## config.mk

```make
export PLATFORM = sky130hd
export DESIGN_NAME = fp16_div_wb
export DESIGN_NICKNAME = d
export VERILOG_FILES = /design/src/rtl/fp16_pkg.sv /design/src/rtl/fp16_wb_fifo.sv /design/src/rtl/fp16_div_wb.sv
export SDC_FILE = /design/constraint.sdc
export NUM_CORES = 1
export LEC_CHECK = 0
export BUFFER_PORTS_ARGS = -buffer_cell sky130_fd_sc_hd__buf_4
export CAP_MARGIN = 20
export CORE_MARGIN = 10
export CORE_UTILIZATION = 40
export CTS_CLUSTER_SIZE = 14
export DETAILED_ROUTE_END_ITERATION = 7
export PLACE_DENSITY = 0.66
export SETUP_SLACK_MARGIN = 0.4
export SYNTH_ARGS = -nofsm -noshare
export SYNTH_HDL_FRONTEND = slang
export SYNTH_SLANG_ARGS = --single-unit
```

## constraint.sdc

```tcl
create_clock -name clk -period 6.25 [get_ports clk]
set_input_delay 0.3125 -clock clk [delete_from_list [all_inputs] [get_ports clk]]
set_output_delay 0.3125 -clock clk [all_outputs]
set_load 0.1 [all_outputs]
```

## src/rtl/fp16_pkg.sv

```systemverilog
// Shared definitions for the fp16 divider writeback stage: IEEE flag bit
// positions, fp16 encoding constants and the buffered result entry layout.
package fp16_pkg;

  // Bit positions inside the 5-bit IEEE exception flag vector.
  localparam int FLG_NV = 4;
  localparam int FLG_DZ = 3;
  localparam int FLG_OF = 2;
  localparam int FLG_UF = 1;
  localparam int FLG_NX = 0;

  localparam logic [4:0]  FP16_EXP_MAX = 5'h1F;
  localparam logic [15:0] FP16_QNAN    = 16'h7E00;

  // One buffered divider result: quotient on top, flags in the low bits.
  typedef struct packed {
    logic [15:0] q;
    logic [4:0]  flags;
  } wb_entry_t;

  localparam int WB_ENTRY_W = $bits(wb_entry_t);

  // A NaN has an all-ones exponent and a non-zero mantissa; infinities
  // (zero mantissa) do not qualify.
  function automatic logic fp16_is_nan(input logic [15:0] q);
    return (q[14:10] == FP16_EXP_MAX) && (q[9:0] != 10'h000);
  endfunction

endpackage

```

## src/rtl/fp16_wb_fifo.sv

```systemverilog
// Small synchronous FIFO buffering writeback results. Occupancy is tracked
// with a counter one bit wider than the pointers so full and empty are
// unambiguous; requests that would overflow or underflow are ignored.
module fp16_wb_fifo
  import fp16_pkg::*;
#(
  parameter int DEPTH = 2,
  parameter int W     = WB_ENTRY_W
) (
  input  logic         clk,
  input  logic         rst_n,
  input  logic         push,
  input  logic         pop,
  input  logic [W-1:0] wdata,
  output logic [W-1:0] rdata,
  output logic         full,
  output logic         empty
);

  localparam int AW = (DEPTH > 1) ? $clog2(DEPTH) : 1;
  localparam int CW = AW + 1;
  localparam logic [CW-1:0] FULL_CNT = CW'(DEPTH);

  logic [W-1:0]  mem [DEPTH];
  logic [AW-1:0] wr_ptr;
  logic [AW-1:0] rd_ptr;
  logic [CW-1:0] count;
  logic          wr_en;
  logic          rd_en;

  assign wr_en = push && !full;
  assign rd_en = pop && !empty;

  // Pointer and occupancy bookkeeping; pointers wrap naturally at DEPTH.
  always_ff @(posedge clk or negedge rst_n) begin
    // NOTE: state registers use non-blocking assignments so every flop
    // samples pre-edge values regardless of block evaluation order.
    if (!rst_n) begin
      wr_ptr <= '0;
      rd_ptr <= '0;
      count  <= '0;
    end else begin
      if (wr_en) wr_ptr <= wr_ptr + 1'b1;
      if (rd_en) rd_ptr <= rd_ptr + 1'b1;
      case ({wr_en, rd_en})
        2'b10:   count <= count + 1'b1;
        2'b01:   count <= count - 1'b1;
        default: count <= count;
      endcase
    end
  end

  // Entry storage, written only on an accepted push.
  always_ff @(posedge clk) begin
    // NOTE: the storage array is deliberately not reset; emptiness is
    // defined by the counter, so stale contents are never observable.
    if (wr_en) mem[wr_ptr] <= wdata;
  end

  assign rdata = mem[rd_ptr];
  assign full  = (count == FULL_CNT);
  assign empty = (count == '0);

endmodule

```

## src/rtl/fp16_div_wb.sv

```systemverilog
// Writeback stage behind the fp16 divider: buffers results in a FIFO,
// optionally canonicalises NaN quotients, accumulates sticky IEEE flags and
// counts results delivered to the consumer.
module fp16_div_wb
  import fp16_pkg::*;
#(
  parameter int DEPTH     = 2,
  parameter bit CANON_NAN = 1'b1,
  parameter int CNT_W     = 16
) (
  input  logic             clk,
  input  logic             rst_n,
  input  logic             in_valid,
  output logic             in_ready,
  input  logic [15:0]      in_q,
  input  logic [4:0]       in_flags,
  output logic             out_valid,
  input  logic             out_ready,
  output logic [15:0]      out_q,
  output logic [4:0]       out_flags,
  input  logic             clr_flags,
  output logic [4:0]       flags_sticky,
  output logic [CNT_W-1:0] result_cnt
);

  wb_entry_t wr_entry;
  wb_entry_t rd_entry;
  logic      full;
  logic      empty;
  logic      push;
  logic      pop;

  // Readiness depends on occupancy alone, so a pop never frees a slot for
  // a push within the same cycle.
  assign in_ready  = !full;
  assign out_valid = !empty;
  assign push      = in_valid && in_ready;
  assign pop       = out_valid && out_ready;

  // Build the entry to store, folding any NaN onto the canonical quiet NaN.
  always_comb begin
    // NOTE: every field gets a value on every path, so no latch can form.
    wr_entry       = '0;
    wr_entry.q     = (CANON_NAN && fp16_is_nan(in_q)) ? FP16_QNAN : in_q;
    wr_entry.flags = in_flags;
  end

  fp16_wb_fifo #(
    .DEPTH (DEPTH),
    .W     (WB_ENTRY_W)
  ) u_fifo (
    .clk   (clk),
    .rst_n (rst_n),
    .push  (push),
    .pop   (pop),
    .wdata (wr_entry),
    .rdata (rd_entry),
    .full  (full),
    .empty (empty)
  );

  // Head entry drives the outputs; an empty FIFO presents zeros.
  assign out_q     = out_valid ? rd_entry.q     : 16'h0000;
  assign out_flags = out_valid ? rd_entry.flags : 5'b00000;

  // Sticky flags: a clear wipes history first, then this cycle's push lands.
  always_ff @(posedge clk or negedge rst_n) begin
    if (!rst_n) begin
      flags_sticky <= '0;
    end else if (clr_flags) begin
      flags_sticky <= push ? in_flags : 5'b00000;
    end else if (push) begin
      flags_sticky <= flags_sticky | in_flags;
    end
  end

  // Delivered-result counter, wrapping modulo 2^CNT_W.
  always_ff @(posedge clk or negedge rst_n) begin
    if (!rst_n) begin
      result_cnt <= '0;
    end else if (pop) begin
      result_cnt <= result_cnt + 1'b1;
    end
  end

endmodule

```

==> out/metrics.cfg, run 1 <==
[sta]
tns_ns=0
fin_crit_sh=0.3750
setup_viol=0
maxSlewViolCount=0
min_period_ns=2.344
max_slew_margin=0.3569
rsz0062_at_grt=no
clock_skew_ns=0.007532
tightest_slew_ns=0.9646
max_freq_ghz=0.4267
hold_violations=0

[final_layout]
n_fill_cell=573
diodes=0
final_common_cell=buf_4
most-common-layout-cells=buf_4, edfxtp_1, nor2_1
syn2layout_area_growth_pct=28.75
drive_above_1_share=0.3138
finalNetCount=313

[clock_tree]
cts_tree=built
ctsResizeCount=0
cts.sinks=67
htreeDepth=3
clk_latency_ns=0.33
cts.clk_slew.worst_paths_ns=0.07
clock-root-buffer=clkbuf_8
clockBufferDepth=2
cts_buffers=9

[die]
die_w_um=103.8
initial_utilization=0.4138
dieHeight_um=103.8
row_count=30
io_pins=70
core_um2=6794
dieArea_um2=10780

[setup_path]
cpMostUsedCell=inv_1
cp.arrival_ns=2.60
crit_fanout=22
startpoint_type=flip-flop
slowest_delay_ns=0.76
cp_top_family=simple AND/OR/NAND/NOR gates
cpMaxStageDelayCell=nor2_2
path_class=reg -> reg
endpoint_kind=flip-flop
crit_chain=nor2_2 > inv_1 > nand2_1 > inv_1 > ha_1 > nor2_1 > xor2_1
path_buf_inv=2
crit_required_ns=6.50

[routing]
ant_nets=0
first_pass_iters=6
totalWireLength_um=5873
wl_per_cell_um=15.22
drtIter0Drc=56
vias_per_cell=4.601
via_count=1776
drcViolationCount=0

[grt]
antenna_found_initial=0
grt_max_degree=26
grt_pass1_vias=1932
track_usage=0.1101
grt-ovfl-total=0
grt_pass1_wl_um=9466

[logic_synthesis]
synth_top_family_by_area=simple AND/OR/NAND/NOR gates
synth-compound-area-share=0.01513
synth-seq-cells=67
synth-xor-area-share=0.06231
synthesis.area_um2=2811
yosysUniqueCellTypes=26
synth-seq-area-share=0.6711
syn-num-nets=242
yosys-top-cells-area=edfxtp_1, dfrtp_1, mux2i_1
synth-simple-area-share=0.1308
synthAdderAreaFrac=0.008901
synth_mux_area_frac=0.07877
postSynthCellCount=214
yosys.area.top_type_share=0.4486
yosysTopAreaCell=edfxtp_1
syn_area_per_cell_um2=13.14
yosys_warnings=0

[min_path]
hold_class=in -> reg

[placement]
dp_hpwl_um=4252
gp_congestion=0.7993
io_buffers=69

[outcome]
status=finished, final reports clean

[flow_run]
cap_violations=0

Yosys cell counts, drive strengths merged:
library cell,number
nand2b,2
nand4,2
nand3,6
nor2,29
nor4,3
a31o,1
mux2,1
nand2,13
xnor2,14
and2,11
and3,4
or4,1
dfrtp,25
ha,2
mux2i,21
o21ai,6
inv,10
nor3,3
xor2,6
clkbuf,9
buf,3
edfxtp,42
worst reg2reg max path, stage by stage (launching register included):
cell,delay [ns]
dfrtp_1,0.43
nor2_2,0.76
inv_1,0.18
nand2_1,0.22
inv_1,0.07
ha_1,0.32
nor2_1,0.14
xor2_1,0.15
logic make-up (layout without fill, tap and decap cells):
family,count (synthesis),count (layout)
mux,22,22
xor+xnor,20,20
simple gates,74,74
buf+inv,22,98
flops,67,67
fa+ha+maj,2,2
compound gates,7,7
repair_timing:
| item | in CTS | in global routing |
|---|---|---|
| hold buffers | 1 | 0 |
| buffers inserted | 0 | 0 |
| endpoints found under the hold margin | 25 | 0 |
per-stage QoR:
stage,setup WS (ns),std cells,utilization,hold WS [ns],cell area [um^2]
3_5_place_dp,3.899,368,0.5015,0.2300,3407
5_1_grt,3.666,386,0.5328,0.1576,3620
6_report,3.906,386,0.5328,0.1792,3620
3_3_place_gp,3.995,368,0.5015,0.2343,3407
4_1_cts,3.883,385,0.5306,0.1639,3605
2_1_floorplan,3.193,214,-,0.01691,2811
routing by layer:
metal / routed length [um] / vias to the layer above / global-route usage
met5: 0 / - / 0
met4: 81 / 0 / 0.05467
met3: 255 / 4 / 0.03284
met2: 2997 / 48 / 0.1869
met1: 2539 / 855 / 0.1227
li1: - / 869 / -
cell type report:
cell class / count / area, um^2 / share of cell area
Timing Repair Buffer: 72 / 550.5 / 0.1521
Clock inverter: 3 / 38.79 / 0.01072
Sequential cell: 67 / 1887 / 0.5213
Clock buffer: 13 / 148.9 / 0.04113
Tap cell: 96 / 120.1 / 0.03318
Inverter: 10 / 37.54 / 0.01037
Multi-Input combinational cell: 125 / 837.1 / 0.2312
registers in the layout, summed over array words and instances, names as in the netlist:
name / cells
result_cnt: 16
flags_sticky: 5
u_fifo.rd_ptr: 1
u_fifo.wr_ptr: 1
u_fifo.count: 2
u_fifo.mem: 42
worst paths after layout:
| kind | start | slack [ns] | cells past startpoint | end |
|---|---|---|---|---|
| min | in_q[11] | 0.18 | 1 | u_fifo.mem[0][16]$_DFFE_PP_ |
| max | u_fifo.count[1]$_DFFE_PN0P_ | 3.91 | 7 | u_fifo.count[1]$_DFFE_PN0P_ |
| max reg2reg | u_fifo.count[1]$_DFFE_PN0P_ | 3.91 | 7 | u_fifo.count[1]$_DFFE_PN0P_ |
| max in group asynchronous | rst_n | 5.58 | 2 | u_fifo.count[0]$_DFFE_PN0P_ |
| min in group asynchronous | rst_n | 0.42 | 2 | result_cnt[6]$_DFFE_PN0P_ |
| min reg2reg | result_cnt[15]$_DFFE_PN0P_ | 0.47 | 1 | result_cnt[15]$_DFFE_PN0P_ |
Power of run 1 is not shown: default switching activity piles up to over one toggle a cycle in this logic, so the estimate is an artifact.
==> run 2: changes to the inputs <==
==> constraint.sdc (replaced) <==
create_clock -name clk -period 2.41 [get_ports clk]
set_input_delay 0.1205 -clock clk [delete_from_list [all_inputs] [get_ports clk]]
set_output_delay 0.1205 -clock clk [all_outputs]
set_load 0.1 [all_outputs]
==> run 2 against run 1 <==
  * Worst hold slack worse by 0.094 ns
  * Worst setup slack got worse by 3.3 ns
  * Core utilization rose by 3.2 points
  * Register-to-register slack got worse by 3.3 ns
  * Via count increased by 2.0%
  * Die area unchanged
  * Critical endpoint is now out_q[15]
  * Sequential share of layout area decreased by 2.7 points
  * Count of clock-buffer cells in the layout stayed put
  * Routed wire length is 0.17% higher
  * Largest cell class unchanged
==> out/metrics.cfg, run 2 (same netlist as run 1, synthesis figures left out) <==
[grt]
grt_use_met2=0.1797  ; -0.007207
track_usage=0.1104  ; +0.0003322
met3_usage=0.05204  ; +0.01921
grt_pass1_wl_um=9591  ; +1.3%
use_met1=0.1191  ; -0.003572
grt-busiest-layer=met2
grt_pass1_vias=1991  ; +3.1%
grt-ovfl-total=0  ; unchanged
grt_max_degree=26  ; unchanged
antenna_found_initial=0  ; unchanged

[sta]
setup_viol=0  ; unchanged
max_freq_ghz=0.5646
rsz0062_at_grt=no
whs_ns=0.08478  ; -0.09444 ns
hold_violations=0  ; unchanged
clock_skew_ns=0.007757  ; +0.0002253 ns
tightest_slew_ns=0.6441  ; -0.3205 ns
tns_ns=0  ; unchanged
max_slew_margin=0.5666  ; +0.2097
min_period_ns=1.771
fin_crit_sh=0.7350
maxSlewViolCount=0  ; unchanged

[final_layout]
largest_register_ffs=42  ; unchanged
drive_above_1_share=0.4092  ; +0.09545
final_common_cell=buf_4
top_register=u_fifo.mem
n_fill_cell=574  ; +0.17%
diodes=0  ; unchanged
most-common-layout-cells=buf_4, edfxtp_1, mux2i_1
syn2layout_area_growth_pct=36.54
reg_top3=u_fifo.mem x42, result_cnt x16, flags_sticky x5
finalNetCount=326  ; +4.2%
fin_cells=399  ; +3.4%

[clock_tree]
clock-root-buffer=clkbuf_8
cts.clk_slew.worst_paths_ns=0.07  ; about the same
clockBufferDepth=2  ; unchanged
clk_latency_ns=0.34  ; about the same
htreeDepth=3  ; unchanged
cts.sinks=67  ; unchanged
cts_tree=built
cts_buffers=9  ; unchanged
cts_setup_buffers=0  ; unchanged

[setup_path]
path_buf_inv=2  ; unchanged
slowest_delay_ns=0.46  ; -0.30 ns
crit_fanout=21  ; -4.5%
cp_top_family=buffers and inverters
cp-startpoint=u_fifo.count[1]$_DFFE_PN0P_
endpoint_kind=output pin
cp.arrival_ns=1.65  ; -0.95 ns
path_class=reg -> out
cpMaxStageDelayCell=dfrtp_2
rr_startpoint=u_fifo.count[0]$_DFFE_PN0P_
startpoint_type=flip-flop
reg2reg_slack_ns=0.64  ; -3.27 ns
crit_chain=nor2_4 > buf_4 > nor2_1 > buf_4
crit_required_ns=2.29  ; -4.21 ns
cpMostUsedCell=buf_4
cp_num_cells=4  ; -3
worst_r2r_path_depth=7  ; unchanged

[min_path]
hold_class=in -> reg
whs_path_depth=2  ; +1
min_from=in_q[2]

[outcome]
status=finished, final reports clean

[routing]
drtIter0Drc=49  ; -13%
ant_nets=0  ; unchanged
drcViolationCount=0  ; unchanged
wl_per_cell_um=14.74  ; -3.1%
first_pass_iters=4  ; -2
via_count=1812  ; +2.0%
vias_per_cell=4.541  ; -1.3%
totalWireLength_um=5883  ; +0.17%

[die]
io_pins=70  ; unchanged
core_um2=6794  ; unchanged
die_w_um=103.8  ; unchanged
dieArea_um2=10780  ; unchanged
row_count=30  ; unchanged
dieHeight_um=103.8  ; unchanged
initial_utilization=0.4138  ; unchanged

[placement]
dp_hpwl_um=4178  ; -1.7%
gp_congestion=0.7210  ; -9.8%
io_buffers=69  ; unchanged
place_inst=370  ; +0.54%

[flow_run]
cap_violations=0  ; unchanged

-- run 2: changes by cell type in the layout (fill, tap and decap cells not counted), moves of 2 or more --
cell / before / now
nor2_4: 0 / 3
nor2_2: 2 / 20
dlygate4sd3_1: 1 / 12
nor2_1: 27 / 7
dfrtp_2: 0 / 8
buf_4: 70 / 72
dfrtp_1: 25 / 17
-- run 2: final cells by class --
| cell class | count | area [um^2] | share of cell area |
|---|---|---|---|
| Clock buffer | 13 | 158.9 | 0.04139 |
| Clock inverter | 3 | 37.54 | 0.009778 |
| Inverter | 10 | 41.29 | 0.01076 |
| Multi-Input combinational cell | 126 | 923.4 | 0.2405 |
| Sequential cell | 67 | 1897 | 0.4941 |
| Tap cell | 96 | 120.1 | 0.03129 |
| Timing Repair Buffer | 84 | 660.6 | 0.1721 |
-- run 2: per-stage QoR --
step	area (um^2)	worst slack [ns]	utilization
finish	3839	0.6388	0.5650
floorplan	2905	0.3934	-
global route	3839	0.4765	0.5650
CTS	3827	0.5070	0.5634
detailed placement	3511	0.5157	0.5168
global placement	3511	0.5422	0.5168
-- run 2: timing repair --
item | 4_1_cts | 5_1_grt
setup endpoints to repair | 0 | 14
hold buffers | 12 | 0
endpoints found under the hold margin | 46 | 0
resized for setup | 0 | 1
-- run 2: worst paths after layout --
check	end
setup / recovery	out_q[15]
hold reg to reg	u_fifo.rd_ptr$_DFFE_PN0P_
max in group asynchronous	u_fifo.count[1]$_DFFE_PN0P_
setup reg to reg	u_fifo.count[1]$_DFFE_PN0P_
hold / removal	u_fifo.mem[0][7]$_DFFE_PP_
min in group asynchronous	result_cnt[5]$_DFFE_PN0P_
-- run 2: routing by layer --
metal / wire length (um) / vias up
met5: 0 / -
met4: 127 / 0
met3: 430 / 12
met2: 2902 / 55
met1: 2422 / 846
li1: - / 899
Power of run 2 is left out for the same reason.
